### src/rtl/mem_arb_pkg.sv
// -----------------------------------------------------------------------------
// mem_arb_pkg
// Shared definitions for the two-requester memory arbiter:
//   - default data / address widths
//   - FSM state encoding
// -----------------------------------------------------------------------------
package mem_arb_pkg;

    localparam int DEF_WIDTH = 8;   // data width in bits
    localparam int DEF_DEPTH = 4;   // address width in bits (2^DEPTH words)

    typedef enum logic {
        ST_IDLE   = 1'b0,
        ST_ACCESS = 1'b1
    } state_t;

endpackage

### src/rtl/rr_arb2.sv
// -----------------------------------------------------------------------------
// rr_arb2
// Two-way round-robin selector. Purely combinational.
//   i_req0, i_req1 : request inputs
//   i_last         : requester granted most recently (0 or 1)
//   o_winner       : one-hot winner, bit N set when requester N is selected;
//                    all zero when nobody requests
// A lone requester always wins; on contention the requester that was not
// granted last wins.
// -----------------------------------------------------------------------------
module rr_arb2 (
    input  logic       i_req0,
    input  logic       i_req1,
    input  logic       i_last,
    output logic [1:0] o_winner
);

    always_comb begin
        o_winner = 2'b00;
        if (i_req0 && i_req1) begin
            o_winner = i_last ? 2'b01 : 2'b10;
        end else if (i_req0) begin
            o_winner = 2'b01;
        end else if (i_req1) begin
            o_winner = 2'b10;
        end
    end

endmodule

### src/rtl/mem_rr_arbiter.sv
// -----------------------------------------------------------------------------
// mem_rr_arbiter
// Arbitrates two requesters onto one synchronous single-port memory.
// Each access takes two cycles: an IDLE cycle in which requests are sampled,
// then an ACCESS cycle in which the registered memory command is presented.
// Read data is captured on the edge that ends ACCESS.
//
// Ports
//   clk, rst                    : clock, asynchronous active-high reset
//   req0/1, we0/1               : request and write-enable per requester
//   addr0/1, wrData0/1          : address and write data per requester
//   gnt0/1                      : one-cycle grant pulse (the ACCESS cycle)
//   rd_valid0/1                 : one-cycle pulse when rdData holds new data
//   rdData                      : last captured read data (shared)
//   busy                        : high during ACCESS
//   mem_we, mem_addr, mem_wrData: registered command to the memory
//   mem_rdData                  : combinational read data from the memory
// -----------------------------------------------------------------------------
module mem_rr_arbiter
    import mem_arb_pkg::*;
#(
    parameter int WIDTH = DEF_WIDTH,
    parameter int DEPTH = DEF_DEPTH
) (
    input  logic             clk,
    input  logic             rst,
    input  logic             req0,
    input  logic             req1,
    input  logic             we0,
    input  logic             we1,
    input  logic [DEPTH-1:0] addr0,
    input  logic [DEPTH-1:0] addr1,
    input  logic [WIDTH-1:0] wrData0,
    input  logic [WIDTH-1:0] wrData1,
    output logic             gnt0,
    output logic             gnt1,
    output logic             rd_valid0,
    output logic             rd_valid1,
    output logic [WIDTH-1:0] rdData,
    output logic             busy,
    output logic             mem_we,
    output logic [DEPTH-1:0] mem_addr,
    output logic [WIDTH-1:0] mem_wrData,
    input  logic [WIDTH-1:0] mem_rdData
);

    state_t           r_state;
    logic             r_last;
    logic             r_gnt0;
    logic             r_gnt1;
    logic             r_rd_valid0;
    logic             r_rd_valid1;
    logic [WIDTH-1:0] r_rd_data;
    logic             r_mem_we;
    logic [DEPTH-1:0] r_mem_addr;
    logic [WIDTH-1:0] r_mem_wrdata;

    state_t           w_state_nxt;
    logic             w_last_nxt;
    logic             w_gnt0_nxt;
    logic             w_gnt1_nxt;
    logic             w_rd_valid0_nxt;
    logic             w_rd_valid1_nxt;
    logic [WIDTH-1:0] w_rd_data_nxt;
    logic             w_mem_we_nxt;
    logic [DEPTH-1:0] w_mem_addr_nxt;
    logic [WIDTH-1:0] w_mem_wrdata_nxt;
    logic [1:0]       w_winner;

    rr_arb2 u_rr_arb2 (
        .i_req0   (req0),
        .i_req1   (req1),
        .i_last   (r_last),
        .o_winner (w_winner)
    );

    // State register and all registered outputs.
    always_ff @(posedge clk or posedge rst) begin
        if (rst) begin
            r_state      <= ST_IDLE;
            r_last       <= 1'b1;   // requester 0 wins the first contention
            r_gnt0       <= 1'b0;
            r_gnt1       <= 1'b0;
            r_rd_valid0  <= 1'b0;
            r_rd_valid1  <= 1'b0;
            r_rd_data    <= '0;
            r_mem_we     <= 1'b0;
            r_mem_addr   <= '0;
            r_mem_wrdata <= '0;
        end else begin
            // NOTE: non-blocking assignments so every flop samples the
            // pre-edge values, independent of statement order.
            r_state      <= w_state_nxt;
            r_last       <= w_last_nxt;
            r_gnt0       <= w_gnt0_nxt;
            r_gnt1       <= w_gnt1_nxt;
            r_rd_valid0  <= w_rd_valid0_nxt;
            r_rd_valid1  <= w_rd_valid1_nxt;
            r_rd_data    <= w_rd_data_nxt;
            r_mem_we     <= w_mem_we_nxt;
            r_mem_addr   <= w_mem_addr_nxt;
            r_mem_wrdata <= w_mem_wrdata_nxt;
        end
    end

    // Next-state and next-output logic.
    always_comb begin
        // NOTE: every signal gets a default before the case statement, so no
        // path leaves one unassigned and no latch is inferred.
        w_state_nxt      = r_state;
        w_last_nxt       = r_last;
        w_gnt0_nxt       = 1'b0;
        w_gnt1_nxt       = 1'b0;
        w_rd_valid0_nxt  = 1'b0;
        w_rd_valid1_nxt  = 1'b0;
        w_rd_data_nxt    = r_rd_data;
        w_mem_we_nxt     = 1'b0;
        w_mem_addr_nxt   = r_mem_addr;
        w_mem_wrdata_nxt = r_mem_wrdata;

        case (r_state)
            ST_IDLE: begin
                if (w_winner != 2'b00) begin
                    w_state_nxt = ST_ACCESS;
                    w_gnt0_nxt  = w_winner[0];
                    w_gnt1_nxt  = w_winner[1];
                    w_last_nxt  = w_winner[1];
                    if (w_winner[0]) begin
                        w_mem_we_nxt     = we0;
                        w_mem_addr_nxt   = addr0;
                        w_mem_wrdata_nxt = wrData0;
                    end else begin
                        w_mem_we_nxt     = we1;
                        w_mem_addr_nxt   = addr1;
                        w_mem_wrdata_nxt = wrData1;
                    end
                end
            end

            ST_ACCESS: begin
                // Requests are ignored here. The grant register still
                // identifies the winner and mem_we tells read from write.
                w_state_nxt     = ST_IDLE;
                w_rd_valid0_nxt = r_gnt0 & ~r_mem_we;
                w_rd_valid1_nxt = r_gnt1 & ~r_mem_we;
                if (!r_mem_we) begin
                    w_rd_data_nxt = mem_rdData;
                end
            end

            default: begin
                w_state_nxt = ST_IDLE;
            end
        endcase
    end

    assign gnt0       = r_gnt0;
    assign gnt1       = r_gnt1;
    assign rd_valid0  = r_rd_valid0;
    assign rd_valid1  = r_rd_valid1;
    assign rdData     = r_rd_data;
    assign busy       = (r_state == ST_ACCESS);
    assign mem_we     = r_mem_we;
    assign mem_addr   = r_mem_addr;
    assign mem_wrData = r_mem_wrdata;

endmodule

### config.mk
export PLATFORM = sky130hd
export DESIGN_NAME = mem_rr_arbiter
export DESIGN_NICKNAME = d
export VERILOG_FILES = /design/src/rtl/mem_arb_pkg.sv /design/src/rtl/rr_arb2.sv /design/src/rtl/mem_rr_arbiter.sv
export SDC_FILE = /design/constraint.sdc
export NUM_CORES = 1
export LEC_CHECK = 0
export CORE_MARGIN = 2
export CORE_UTILIZATION = 39
export CTS_CLUSTER_SIZE = 24
export DETAILED_ROUTE_END_ITERATION = 7
export GPL_TIMING_DRIVEN = 0
export PLACE_DENSITY = 0.77
export SYNTH_ARGS = -nofsm -noshare
export SYNTH_HDL_FRONTEND = slang
export SYNTH_HIERARCHICAL = 1
export SYNTH_SLANG_ARGS = --single-unit
### constraint.sdc
create_clock -name clk -period 1.6 [get_ports clk]
set_input_delay 0.24 -clock clk [delete_from_list [all_inputs] [get_ports clk]]
set_output_delay 0.24 -clock clk [all_outputs]
set_load 0.01 [all_outputs]
==> key figures, run 1 <==
Run status
  – Run status: complete, no violations

Layout
  – Most frequent cells in the layout: 63 x sky130_fd_sc_hd__clkdlybuf4s50_1, 25 x sky130_fd_sc_hd__dfrtp_1, 16 x sky130_fd_sc_hd__nor2_1
  – Area added between synthesis and finish: 59.2%
  – Fin area: 1980 µm²
  – Layout filler cell count: 280
  – Inserted Diodes: 0
  – Sequential cell area in the final layout: 678 µm²
  – Commonest non-fill, non-tap cell in the layout: sky130_fd_sc_hd__clkdlybuf4s50_1
  – Fraction of final layout cells sized beyond drive strength 1: 0.208
  – Footprint of the multi-input gates: 504 µm²
  – NumNets Final: 212

STA
  – Final hold vios: 0
  – Setup repair after global routing missed its margin: no
  – Post-layout min period: 1540 ps
  – Share of the clock period used by the worst path after layout: 0.960
  – Relative max-transition margin: 0.330
  – Number of failing setup endpoints in the final timing report: 0
  – Setup TNS: 0 ps
  – Final max-slew violation count: 0
  – Measured slew at the worst slew-check pin: 1000 ps
  – Maximum clock skew at final layout: 2.75 ps
  – Max frequency: 0.651 GHz
  – Worst Hold Slack: 432 ps

Detailed routing
  – Number of vias per cell: 4.95
  – Remaining DRCs: 0
  – Wire length after detailed routing: 3160 µm
  – Drt wl/cell: 14.6 µm
  – Number of DRC markers after the initial detailed-route iteration: 14
  – Detail Route Antenna Nets: 0
  – Via count: 1,074
  – Number of search-and-repair iterations in the first detailed-routing pass: 3

Logic synthesis
  – Adder-cell area share of the yosys netlist: 0
  – Synthesized area per cell: 11.8 µm²
  – Number of synthesized register bits: 27
  – Syn Nets: 143
  – Distinct cell type count after synthesis: 25
  – Netlist Area Pre-Place: 1240 µm²
  – Leading area contributor after synthesis: sky130_fd_sc_hd__dfrtp_1
  – Count of warnings emitted by yosys: 6
  – Gate count after technology mapping: 105
  – Synth top area cells: sky130_fd_sc_hd__dfrtp_1 52%, sky130_fd_sc_hd__nor3_2 7.3%, sky130_fd_sc_hd__mux2_2 7.3%
  – Part of the Yosys area used for sequential elements: 0.545
  – Mux cell area share after synthesis: 0.0725
  – Top cell type's share of synthesized area: 0.524
  – Dominant combinational cell family by area after synthesis: simple AND/OR/NAND/NOR gates
  – Simple-gate share of the synthesized area: 0.211
  – Complex-gate fraction of the synthesized area: 0.110
  – Post-synthesis share of cell area spent on xor and xnor gates: 0

Critical path
  – CP Launch Point: mem_addr[2]
  – Highest-delay cell along the critical path: sky130_fd_sc_hd__clkdlybuf4s50_1
  – Endpoint class of the critical path: primary output
  – Startpoint of the worst-slack reg-to-reg timing path: r_last
  – Arrival @ worst endpoint: 1300 ps
  – Worst Reg2Reg Path Length in Cells: 6
  – Cells along the critical path: clkdlybuf4s50_1
  – Worst setup slack for register-to-register paths: 90 ps
  – Crit start category: flip-flop
  – Maximum cell stage delay along the critical path: 560 ps
  – Req. time, crit path: 1360 ps
  – CP Class: flip-flop to primary output
  – Terminus of the critical flop-to-flop path: mem_wrData[3]
  – Maximum fanout along the worst path: 3
  – Buffers & Inverters on Critical Path: 1
  – Cell family with the largest share of critical-path delay: buffers and inverters
  – Total number of cells along the worst setup path: 1

Placement
  – Cell area after placement: 1930 µm²
  – I/O Buffers: 63
  – Half-perimeter wire length after placement: 2390 µm
  – Final Wtd Congestion: 0.680

Floorplanning
  – Effective utilization at floorplan: 0.407
  – Cell Rows: 20
  – Horizontal die dimension: 60.4 µm
  – Die Footprint: 3650 µm²
  – Placeable Area: 3050 µm²
  – Top-Level Pins: 64
  – Die outline height: 60.4 µm

Clocking
  – Register clock-pin slew on the reported worst setup and hold paths: 140 ps
  – Maximum clock insertion buffer count: 2
  – Worst skew pair latency: 330 ps
  – Number of clock buffers inserted by TritonCTS: 3
  – TritonCTS clock tree: done
  – CTS hold repair buffers: 0
  – Max H-tree Level: 1
  – Clock root buffer: sky130_fd_sc_hd__clkbuf_4
  – Clock Sinks: 27

Global routing
  – Overall fraction of global-route tracks in use: 0.181
  – Number of global-route vias before repair: 1,150
  – Pin count of the biggest net entering global routing: 28
  – Number of antenna violations at the first check in global routing: 0
  – Global-route wire length before repair: 4850 µm
  – Leftover overflow at the end of global routing: 0

Power and ir drop
  – IR Drop Worst-Case VDD: 0.681 mV
  – Static Leakage: 0.000804 µW
  – Power per unit of standard cell area: 1600 nW/µm²

Hold path
  – Classification of the worst-slack hold path: primary input to asynchronous set/reset pin

Flow run
  – Max-cap check violation count: 0
-- worst max-delay path by stage --
stage | to | slack, ps
global route | mem_wrData[0] | 10
CTS | mem_we | 10
floorplan | mem_addr[1] | 100
detailed placement | mem_wrData[3] | -360
global placement | mem_addr[1] | -330
finish | mem_addr[2] | 60
-- layer usage --
metal | share of wire | global-route usage | vias up
li1 | - | - | 506
met1 | 0.40 | 0.191 | 511
met2 | 0.49 | 0.334 | 53
met3 | 0.089 | 0.0533 | 4
met4 | 0.011 | 0.0807 | 0
met5 | 0 | 0 | -
-- final cells by class --
type,count,area share
plain buffers,6,0.0272
clock buffers,4,0.0133
multi-input cells,66,0.255
repair buffers,64,0.323
well taps,44,0.0278
flip-flops and latches,27,0.343
inverters,6,0.0114
-- synthesized netlist by cell type --
cell / number
sky130_fd_sc_hd__dfrtp_1: 26
sky130_fd_sc_hd__nor2_1: 16
sky130_fd_sc_hd__nor3_2: 9
sky130_fd_sc_hd__mux2_2: 8
sky130_fd_sc_hd__nor3_1: 8
sky130_fd_sc_hd__o22ai_1: 8
sky130_fd_sc_hd__inv_1: 5
sky130_fd_sc_hd__buf_6: 4
sky130_fd_sc_hd__o32ai_1: 3
sky130_fd_sc_hd__and2_1: 2
sky130_fd_sc_hd__nand2b_4: 2
sky130_fd_sc_hd__a21boi_0: 1
sky130_fd_sc_hd__a21boi_1: 1
sky130_fd_sc_hd__a21o_1: 1
sky130_fd_sc_hd__a21oi_1: 1
sky130_fd_sc_hd__buf_2: 1
sky130_fd_sc_hd__clkbuf_1: 1
sky130_fd_sc_hd__dfstp_2: 1
sky130_fd_sc_hd__inv_2: 1
sky130_fd_sc_hd__nor2_8: 1
sky130_fd_sc_hd__nor4_1: 1
sky130_fd_sc_hd__o21ba_2: 1
sky130_fd_sc_hd__o22ai_2: 1
sky130_fd_sc_hd__o2bb2a_1: 1
sky130_fd_sc_hd__or2_1: 1
-- report_power, final --
group          leakage, µW  switching [µW]  internal [µW]
sequential        0.000315             193            995
combinational     0.000474             709            975
clock            0.0000150             203           97.8
total             0.000804            1110           2070
-- kinds of logic after synthesis --
group | after synthesis
muxes | 8
AOI/OAI and AO/OA | 18
buffers and inverters | 12
and+or+nand+nor | 40
DFF | 27
-- registers in the layout, indices dropped and copies added (netlist names) --
register / cells
mem_wrData: 8
rdData: 8
mem_addr: 4
busy: 1
gnt0: 1
gnt1: 1
mem_we: 1
r_last: 1
rd_valid0: 1
rd_valid1: 1
-- metrics by stage --
stage	util	std cells	power [µW]	setup slack [ps]
5_1_grt	0.648	217	3350	10.2
3_3_place_gp	0.632	212	2810	-332
3_5_place_dp	0.632	212	2870	-357
4_1_cts	0.642	216	3180	12.8
6_report	0.648	217	3170	64.7
2_1_floorplan	-	105	2020	105
-- what timing repair did --
item | CTS | global route
endpoints found under the setup margin | 14 | 11
buffers inserted | 0 | 1
pin swaps | 0 | 1
resized for setup | 3 | 2
(Power assumes the default switching activity.)
==> inputs of run 2 (changes only) <==
--- a/config.mk
+++ b/config.mk
@@ -8,8 +8,8 @@
 export CORE_MARGIN = 2
 export CORE_UTILIZATION = 39
-export CTS_CLUSTER_SIZE = 24
 export DETAILED_ROUTE_END_ITERATION = 7
 export GPL_TIMING_DRIVEN = 0
 export PLACE_DENSITY = 0.77
+export SLEW_MARGIN = 20
 export SYNTH_ARGS = -nofsm -noshare
 export SYNTH_HDL_FRONTEND = slang
==> constraint.sdc (replaced) <==
create_clock -name clk -period 1.6 [get_ports clk]
set_input_delay 0.32 -clock clk [delete_from_list [all_inputs] [get_ports clk]]
set_output_delay 0.32 -clock clk [all_outputs]
set_load 0.01 [all_outputs]
==> key figures, run 2 (synthesized netlist as in run 1, its figures left out) <==
Run status
  – Run status: complete, no violations

STA
  – Max frequency: 0.642 GHz
  – Worst Hold Slack: 371 ps
  – Relative max-transition margin: 0.370
  – Setup repair after global routing missed its margin: no
  – Number of failing setup endpoints in the final timing report: 0
  – Share of the clock period used by the worst path after layout: 0.973
  – Measured slew at the worst slew-check pin: 939 ps
  – Fin worst setup slack: 43.3 ps
  – Final max-slew violation count: 0
  – Maximum clock skew at final layout: 2.61 ps
  – Post-layout min period: 1560 ps
  – Final hold vios: 0
  – Setup TNS: 0 ps

Critical path
  – Highest-delay cell along the critical path: sky130_fd_sc_hd__clkdlybuf4s50_1
  – Cells along the critical path: clkdlybuf4s50_1
  – Cell family with the largest share of critical-path delay: buffers and inverters
  – CP Class: flip-flop to primary output
  – Maximum cell stage delay along the critical path: 530 ps
  – Req. time, crit path: 1280 ps
  – Endpoint class of the critical path: primary output
  – Buffers & Inverters on Critical Path: 1
  – Crit start category: flip-flop
  – Worst setup slack for register-to-register paths: 80 ps
  – Arrival @ worst endpoint: 1240 ps
  – Maximum fanout along the worst path: 2

Floorplanning
  – Cell Rows: 20
  – Placeable Area: 3050 µm²
  – Die Footprint: 3650 µm²
  – Die outline height: 60.4 µm
  – Effective utilization at floorplan: 0.407
  – Horizontal die dimension: 60.4 µm
  – Top-Level Pins: 64

Power and ir drop
  – Static Leakage: 0.000905 µW
  – Combinational group share of total power: 0.532
  – Psw: 1110 µW
  – Power Internal: 2030 µW
  – Switching Share: 0.354
  – Reg power frac: 0.372
  – Part of the total power dissipated in the clock network: 0.096
  – Power per unit of standard cell area: 1560 nW/µm²
  – IR Drop Worst-Case VDD: 0.791 mV

Placement
  – Placement Setup Slack: -437 ps
  – Half-perimeter wire length after placement: 2390 µm
  – Cell area after placement: 1930 µm²
  – I/O Buffers: 63
  – Final Wtd Congestion: 0.680

Detailed routing
  – Number of search-and-repair iterations in the first detailed-routing pass: 4
  – Remaining DRCs: 0
  – Detail Route Antenna Nets: 0
  – Via count: 1,075
  – Number of DRC markers after the initial detailed-route iteration: 26
  – Wire length after detailed routing: 3180 µm
  – Drt wl/cell: 14.5 µm
  – Number of vias per cell: 4.89

Clocking
  – Max H-tree Level: 1
  – Number of clock buffers inserted by TritonCTS: 3
  – Register clock-pin slew on the reported worst setup and hold paths: 140 ps
  – TritonCTS clock tree: done
  – Maximum clock insertion buffer count: 2
  – Clock root buffer: sky130_fd_sc_hd__clkbuf_4
  – Clock Sinks: 27
  – Worst skew pair latency: 330 ps

Flow run
  – Max-cap check violation count: 0

Global routing
  – Pin count of the biggest net entering global routing: 28
  – Number of global-route vias before repair: 1,158
  – Global-route wire length before repair: 4880 µm
  – Number of antenna violations at the first check in global routing: 0
  – Overall fraction of global-route tracks in use: 0.182
  – Leftover overflow at the end of global routing: 0

Layout
  – Most frequent cells in the layout: 47 x sky130_fd_sc_hd__clkdlybuf4s50_1, 25 x sky130_fd_sc_hd__dfrtp_1, 16 x sky130_fd_sc_hd__nor2_1
  – Fin area: 2020 µm²
  – Core occupancy in the finished layout: 0.661
  – Fraction of final layout cells sized beyond drive strength 1: 0.222
  – Layout filler cell count: 274
  – Inserted Diodes: 0
  – Commonest non-fill, non-tap cell in the layout: sky130_fd_sc_hd__clkdlybuf4s50_1
  – Area added between synthesis and finish: 62.4%
  – NumNets Final: 215

Hold path
  – Classification of the worst-slack hold path: primary input to asynchronous set/reset pin
## run 2: area by class of cell
cell class | instances | area, µm² | area share
inverter | 6 | 22.5 | 0.0112
clock buffer | 4 | 26.3 | 0.0130
tap | 44 | 55.1 | 0.0273
sequential | 27 | 678 | 0.336
multi-input combinational | 66 | 504 | 0.250
timing repair buffer | 67 | 678 | 0.336
buffer | 6 | 53.8 | 0.0267
## run 2: routing by layer
layer,GRT usage,vias to the layer above,share of wire
met5,0,-,0
met4,0.0807,0,0.011
met3,0.0533,4,0.088
met2,0.334,51,0.50
met1,0.193,511,0.40
li1,-,509,-
## run 2: worst paths after layout
check | to | cells after the start | startpoint
max | rdData[2] | 1 | rdData[2]
min | rdData[1] | 2 | rst
max reg2reg | mem_wrData[3] | 6 | r_last
min reg2reg | rd_valid0 | 1 | gnt0
max in group asynchronous | mem_we | 2 | rst
min in group clk | rd_valid0 | 1 | gnt0
## run 2: what timing repair did
item | 4_1_cts | 5_1_grt
hold endpoints to repair | 0 | 0
gates resized for setup | 9 | 12
setup endpoints to repair | 23 | 21
setup buffers | 4 | 0
gates cloned | 0 | 0
pin swaps | 0 | 1
hold buffers | 0 | 0
## run 2: power by group through the flow
| stage | logic [µW] | clock network (µW) | registers, µW |
|---|---|---|---|
| floorplan | 695 | 0 | 1330 |
| global placement | 1620 | 0 | 1190 |
| detailed placement | 1670 | 0 | 1200 |
| CTS | 1710 | 306 | 1170 |
| global route | 1780 | 327 | 1200 |
| finish | 1670 | 302 | 1170 |
## run 2: per-stage QoR
stage / total power [µW] / cells
global route: 3310 / 220
CTS: 3190 / 220
detailed placement: 2870 / 212
global placement: 2810 / 212
finish: 3140 / 220
floorplan: 2020 / 105
